===== src/rtl/imem_fetch_port.sv =====
// Instruction memory fetch port: word-addressed load path plus a single-entry
// registered fetch response with valid/ready handshake and never-loaded detection.
module imem_fetch_port #(
    parameter int                DATA_W   = 32,
    parameter int                ADDR_W   = 5,
    parameter logic [DATA_W-1:0] NOP_WORD = '0
) (
    input  logic              clk,
    input  logic              reset,
    input  logic              ld_en,
    input  logic [ADDR_W-1:0] ld_addr,
    input  logic [DATA_W-1:0] ld_data,
    input  logic              req_valid,
    input  logic [ADDR_W-1:0] req_addr,
    output logic              req_ready,
    output logic              rsp_valid,
    input  logic              rsp_ready,
    output logic [DATA_W-1:0] rsp_instr,
    output logic [ADDR_W-1:0] rsp_addr,
    output logic              rsp_err
);

    localparam int DEPTH = 2 ** ADDR_W;

    logic [DATA_W-1:0] mem [DEPTH];
    logic [DEPTH-1:0]  loaded;
    logic              accept;

    assign req_ready = !rsp_valid || rsp_ready;
    assign accept    = req_valid && req_ready;

    // A word written while reset is high stays unreadable: its loaded bit is
    // held clear, so the array itself needs no reset qualification.
    always_ff @(posedge clk) begin
        if (ld_en) begin
            mem[ld_addr] <= ld_data;
        end
    end

    always_ff @(posedge clk or posedge reset) begin
        if (reset) begin
            loaded    <= '0;
            rsp_valid <= 1'b0;
            rsp_instr <= '0;
            rsp_addr  <= '0;
            rsp_err   <= 1'b0;
        end else begin
            if (accept) begin
                rsp_valid <= 1'b1;
                rsp_addr  <= req_addr;
                rsp_err   <= !loaded[req_addr];
                rsp_instr <= loaded[req_addr] ? mem[req_addr] : NOP_WORD;
            end else if (rsp_ready) begin
                rsp_valid <= 1'b0;
            end
            if (ld_en) begin
                loaded[ld_addr] <= 1'b1;
            end
        end
    end

endmodule

===== config.mk =====
export PLATFORM = sky130hd
export DESIGN_NAME = imem_fetch_port
export DESIGN_NICKNAME = d
export VERILOG_FILES = /design/src/rtl/imem_fetch_port.sv
export SDC_FILE = /design/constraint.sdc
export NUM_CORES = 1
export LEC_CHECK = 0
export CAP_MARGIN = 40
export CORE_MARGIN = 4
export CORE_UTILIZATION = 30
export CTS_CLUSTER_SIZE = 14
export DETAILED_ROUTE_END_ITERATION = 6
export PLACE_DENSITY_LB_ADDON = 0.15
export SLEW_MARGIN = 20
export SYNTH_ARGS = -nofsm -noshare
export SYNTH_HDL_FRONTEND = slang
export SYNTH_SLANG_ARGS = --single-unit

===== constraint.sdc =====
create_clock -name clk -period 2.2 [get_ports clk]
set_clock_uncertainty 0.15 [all_clocks]
set_input_delay 0.33 -clock clk [delete_from_list [all_inputs] [get_ports clk]]
set_output_delay 0.33 -clock clk [all_outputs]
set_load 0.01 [all_outputs]

==> summary.txt <==
Final layout
  – Fraction of layout cells with a size suffix above 1: 34.6%
  – Most common cell after layout, fill and taps aside: edfxtp_1
  – Final Instance Count excl. Fillers: 4073
  – Design Area, Final: 0.0514 mm²
  – Antenna diode count: 0
  – Fillers: 12370
  – Area Growth Syn to Fin: 23.5%
  – Layout Nets: 2226
  – Most frequent cells in the layout: edfxtp_1 (1024), mux4_2 (284), buf_4 (149)

Routing
  – Routed WL: 117 mm
  – Initial DRC count: 1804
  – Post-DR vias/cell: 4.89
  – DRT antenna net count: 0
  – Pre-Repair DR Iteration Count: 5
  – DRC: 0
  – Total number of vias: 19901
  – Routed length per instance: 28.7 µm

Flow run
  – Max_cap viols: 0

Power and ir drop
  – Net switching power: 10.0 mW
  – Peak supply drop: ~0.65 mV
  – Seq pwr share: 51.1%
  – Pwr Total: about 46 mW
  – Combinational Power Share: 6.5%
  – Switching share of total power: 21.8%
  – Pint: between 30 and 40 mW
  – Lkg Pwr: around 17 nW
  – Clk network pwr share: 42.4%
  – Pwr/cell area: between 800 and 900 mW/mm²

Place
  – Pre-CTS WS: -466 ps
  – GPL Wtd Cong: roughly 0.74
  – IO buf count: 86
  – Area after DPL: 0.0477 mm²
  – Placed insts: 3851
  – Hpwl dp: 71.8 mm

Yosys
  – Largest family of logic cells by synthesized area: multiplexers
  – Total nets after synthesis: between 1500 and 2000
  – Avg Inst Size Synth: around 23 µm²
  – Mapped Cells: 1816
  – EDFF count, synth: 1024
  – Synth Area in Adders: 0%
  – Yosys warning count: 0
  – Compound-cell area share of the yosys netlist: 1.54%
  – Top_reg_cell synth: edfxtp_1
  – Synth cell types: 35
  – Synthesized flop and latch total: 1095
  – Post-Syn Area: 0.0417 mm²
  – Part of the Yosys area used for sequential elements: 78.1%
  – Post-synthesis xor/xnor area fraction: 0%
  – Multiplexer area fraction after synthesis: roughly 17%
  – Post-Synth Simple-Gate Area: 1.67%
  – Post-synth ARST share: roughly 6.5%

Worst setup path
  – Setup CP Type: register to register
  – R2R Setup Slk: 80 ps
  – Critical Path, Cell by Cell: mux4_2 > mux4_2 > a21oi_1 > buf_4 > o21ai_1
  – Startpoint Class: register
  – CP max stage cell: mux4_2
  – Reg-to-Reg End: rsp_instr[28]$_DFFE_PP0P_
  – Critical path buffers and inverters: 1
  – CP most frequent cell: mux4_2
  – Max FO, Critical Path: 1
  – Crit path max-delay family: multiplexers
  – Critical Path Max Stage Delay: 500 ps
  – Launch point of the worst reg-to-reg path: mem[22][28]$_DFFE_PP_
  – Worst R2R Path Depth: 5
  – Worst Path Required: 2680 ps
  – Arr. time, crit path: 2610 ps
  – CP Capture Type: register

STA
  – Post-layout min period: 2120 ps
  – Least-Margin Pin Slew: 513 ps
  – Final Hold Fails: 0
  – Endpoints failing setup: 0
  – Period utilisation layout: a little over nine tenths
  – Relative slew slack: 65.8%
  – Setup ws final: 77.7 ps
  – RSZ-0062 raised after global routing: no
  – Fmax: between 400 and 500 MHz
  – Max-slew violations: 0

Floorplan
  – Die Span X: 381 µm
  – FP Rows: about 140
  – Die area: 0.145 mm²
  – Core ar.: 0.138 mm²
  – Io pins: just under 90
  – Die Height: 381 µm
  – Initial core utilization: 30.3%

Clock network
  – Clk sinks: 1095
  – Worst-Skew Late Latency: 740 ps
  – CTS tree: yes
  – Clk root buf: clkbuf_16
  – Setup bufs post-CTS: 0
  – H-tree depth: 3
  – Max clock buf depth: 3
  – Worst-path clk slew: 60 ps
  – CTS buffer count: 118

Worst hold path
  – Hold Crit Depth: 2
  – Sink of the worst hold path: rsp_valid$_DFFE_PP0P_
  – Hold wc startpoint: req_valid
  – Worst Hold Class: primary input to register

Global routing
  – Initial antenna violation count: 7
  – Largest net degree at the start of global routing: 33
  – Gr ovfl total: 0
  – Gr usage total: 16.1%
  – First-pass GRT wire length: about 170 mm
  – Vias in the first global route: 21225

Run status
  – Outcome: finished clean
[logic make-up after synthesis]
| logic type | count (synthesis) |
|---|---|
| simple gates | 141 |
| compound gates | 112 |
| mux | 372 |
| flops | 1095 |
| buf+inv | 96 |
[sequential cells by signal, indices dropped and copies added (netlist names)]
name,flops
rsp_instr,32
loaded,32
rsp_valid,1
rsp_addr,5
rsp_err,1
mem,1024
[layout make-up]
type | count | area [µm²] | share of cell area (%)
inverter | 1 | 6.26 | 0.0122
timing repair buffer | 338 | 4020 | 7.80
multi-input combinational | 625 | 8870 | 17.2
clock buffer | 160 | 3200 | 6.22
clock inverter | 60 | 577 | 1.12
sequential | 1095 | 32500 | 63.2
tap | 1794 | 2240 | 4.36
[cells in the mapped netlist, types with 2 or more instances]
cell type  number  share of area (%)
nand2b_1        7               0.11
dfrtp_1        71                4.3
mux4_2        284                 15
a22oi_1         4              0.072
o22ai_1        31               0.47
o21ai_1        31               0.37
nor2_1         35               0.32
o21ai_0         2              0.024
nor2b_1         5              0.075
clkbuf_1       35               0.32
mux2i_1        82                2.0
or3b_2          3              0.063
a221oi_1        2              0.042
mux2_2          5               0.14
buf_4           8               0.14
nand3_1         7              0.084
buf_6          12               0.32
buf_2          35               0.42
buf_1           5              0.045
or2_2          33               0.50
a21oi_1        37               0.44
nand3b_1        5              0.090
edfxtp_1     1024                 74
nand2_1        42               0.38
[worst max path at each step]
stage                                         start                        end  slack, ps  cells after the start
after global placement                  req_addr[0]  rsp_instr[10]$_DFFE_PP0P_       -450                      9
after floorplan                          ld_addr[2]        mem[1][0]$_DFFE_PP_       -530                      2
final                         mem[22][28]$_DFFE_PP_  rsp_instr[28]$_DFFE_PP0P_         80                      5
after detailed placement                req_addr[0]  rsp_instr[10]$_DFFE_PP0P_       -470                      9
after CTS                 rsp_instr[25]$_DFFE_PP0P_              rsp_instr[25]          4                      1
after global routing      rsp_instr[19]$_DFFE_PP0P_              rsp_instr[19]          6                      1
[per-stage QoR]
stage / utilization [%] / setup TNS [ps] / hold slack, ps
after detailed placement: 34.6 / -154640 / 301
after floorplan: - / -317420 / 279
final: 37.4 / 0 / 68.8
after CTS: 37.4 / 0 / 5.19
after global routing: 37.4 / 0 / 35.6
after global placement: 34.6 / -150220 / 302
[worst register-to-register path, cell delays in order, from the launching register on]
cell,delay [ps]
edfxtp_1,370
mux4_2,500
mux4_2,460
a21oi_1,310
buf_4,190
o21ai_1,50
[power by group through the flow]
stage	Sequential (mW)	Clock [mW]	Combinational [mW]
after floorplan	23.9	0	1.45
after global placement	23.9	0	3.08
after detailed placement	23.9	0	3.12
after CTS	23.5	20.0	3.08
after global routing	23.5	20.9	3.22
final	23.5	19.4	2.99
[routing by layer]
layer / routed length (µm) / track usage, % / vias to the layer above
met5: 0 / 0 / -
met4: 2800 / 4.12 / 0
met3: 4690 / 2.42 / 152
met2: 56700 / 26.4 / 476
met1: 52900 / 22.7 / 10855
li1: - / - / 8418
[repair_timing]
item / 4_1_cts / 5_1_grt
endpoints found under the setup margin: 26 / 4
hold endpoints to repair: 16 / 0
hold buffers: 2 / 0
gates resized for setup: 35 / 4
(Power assumes the default switching activity.)
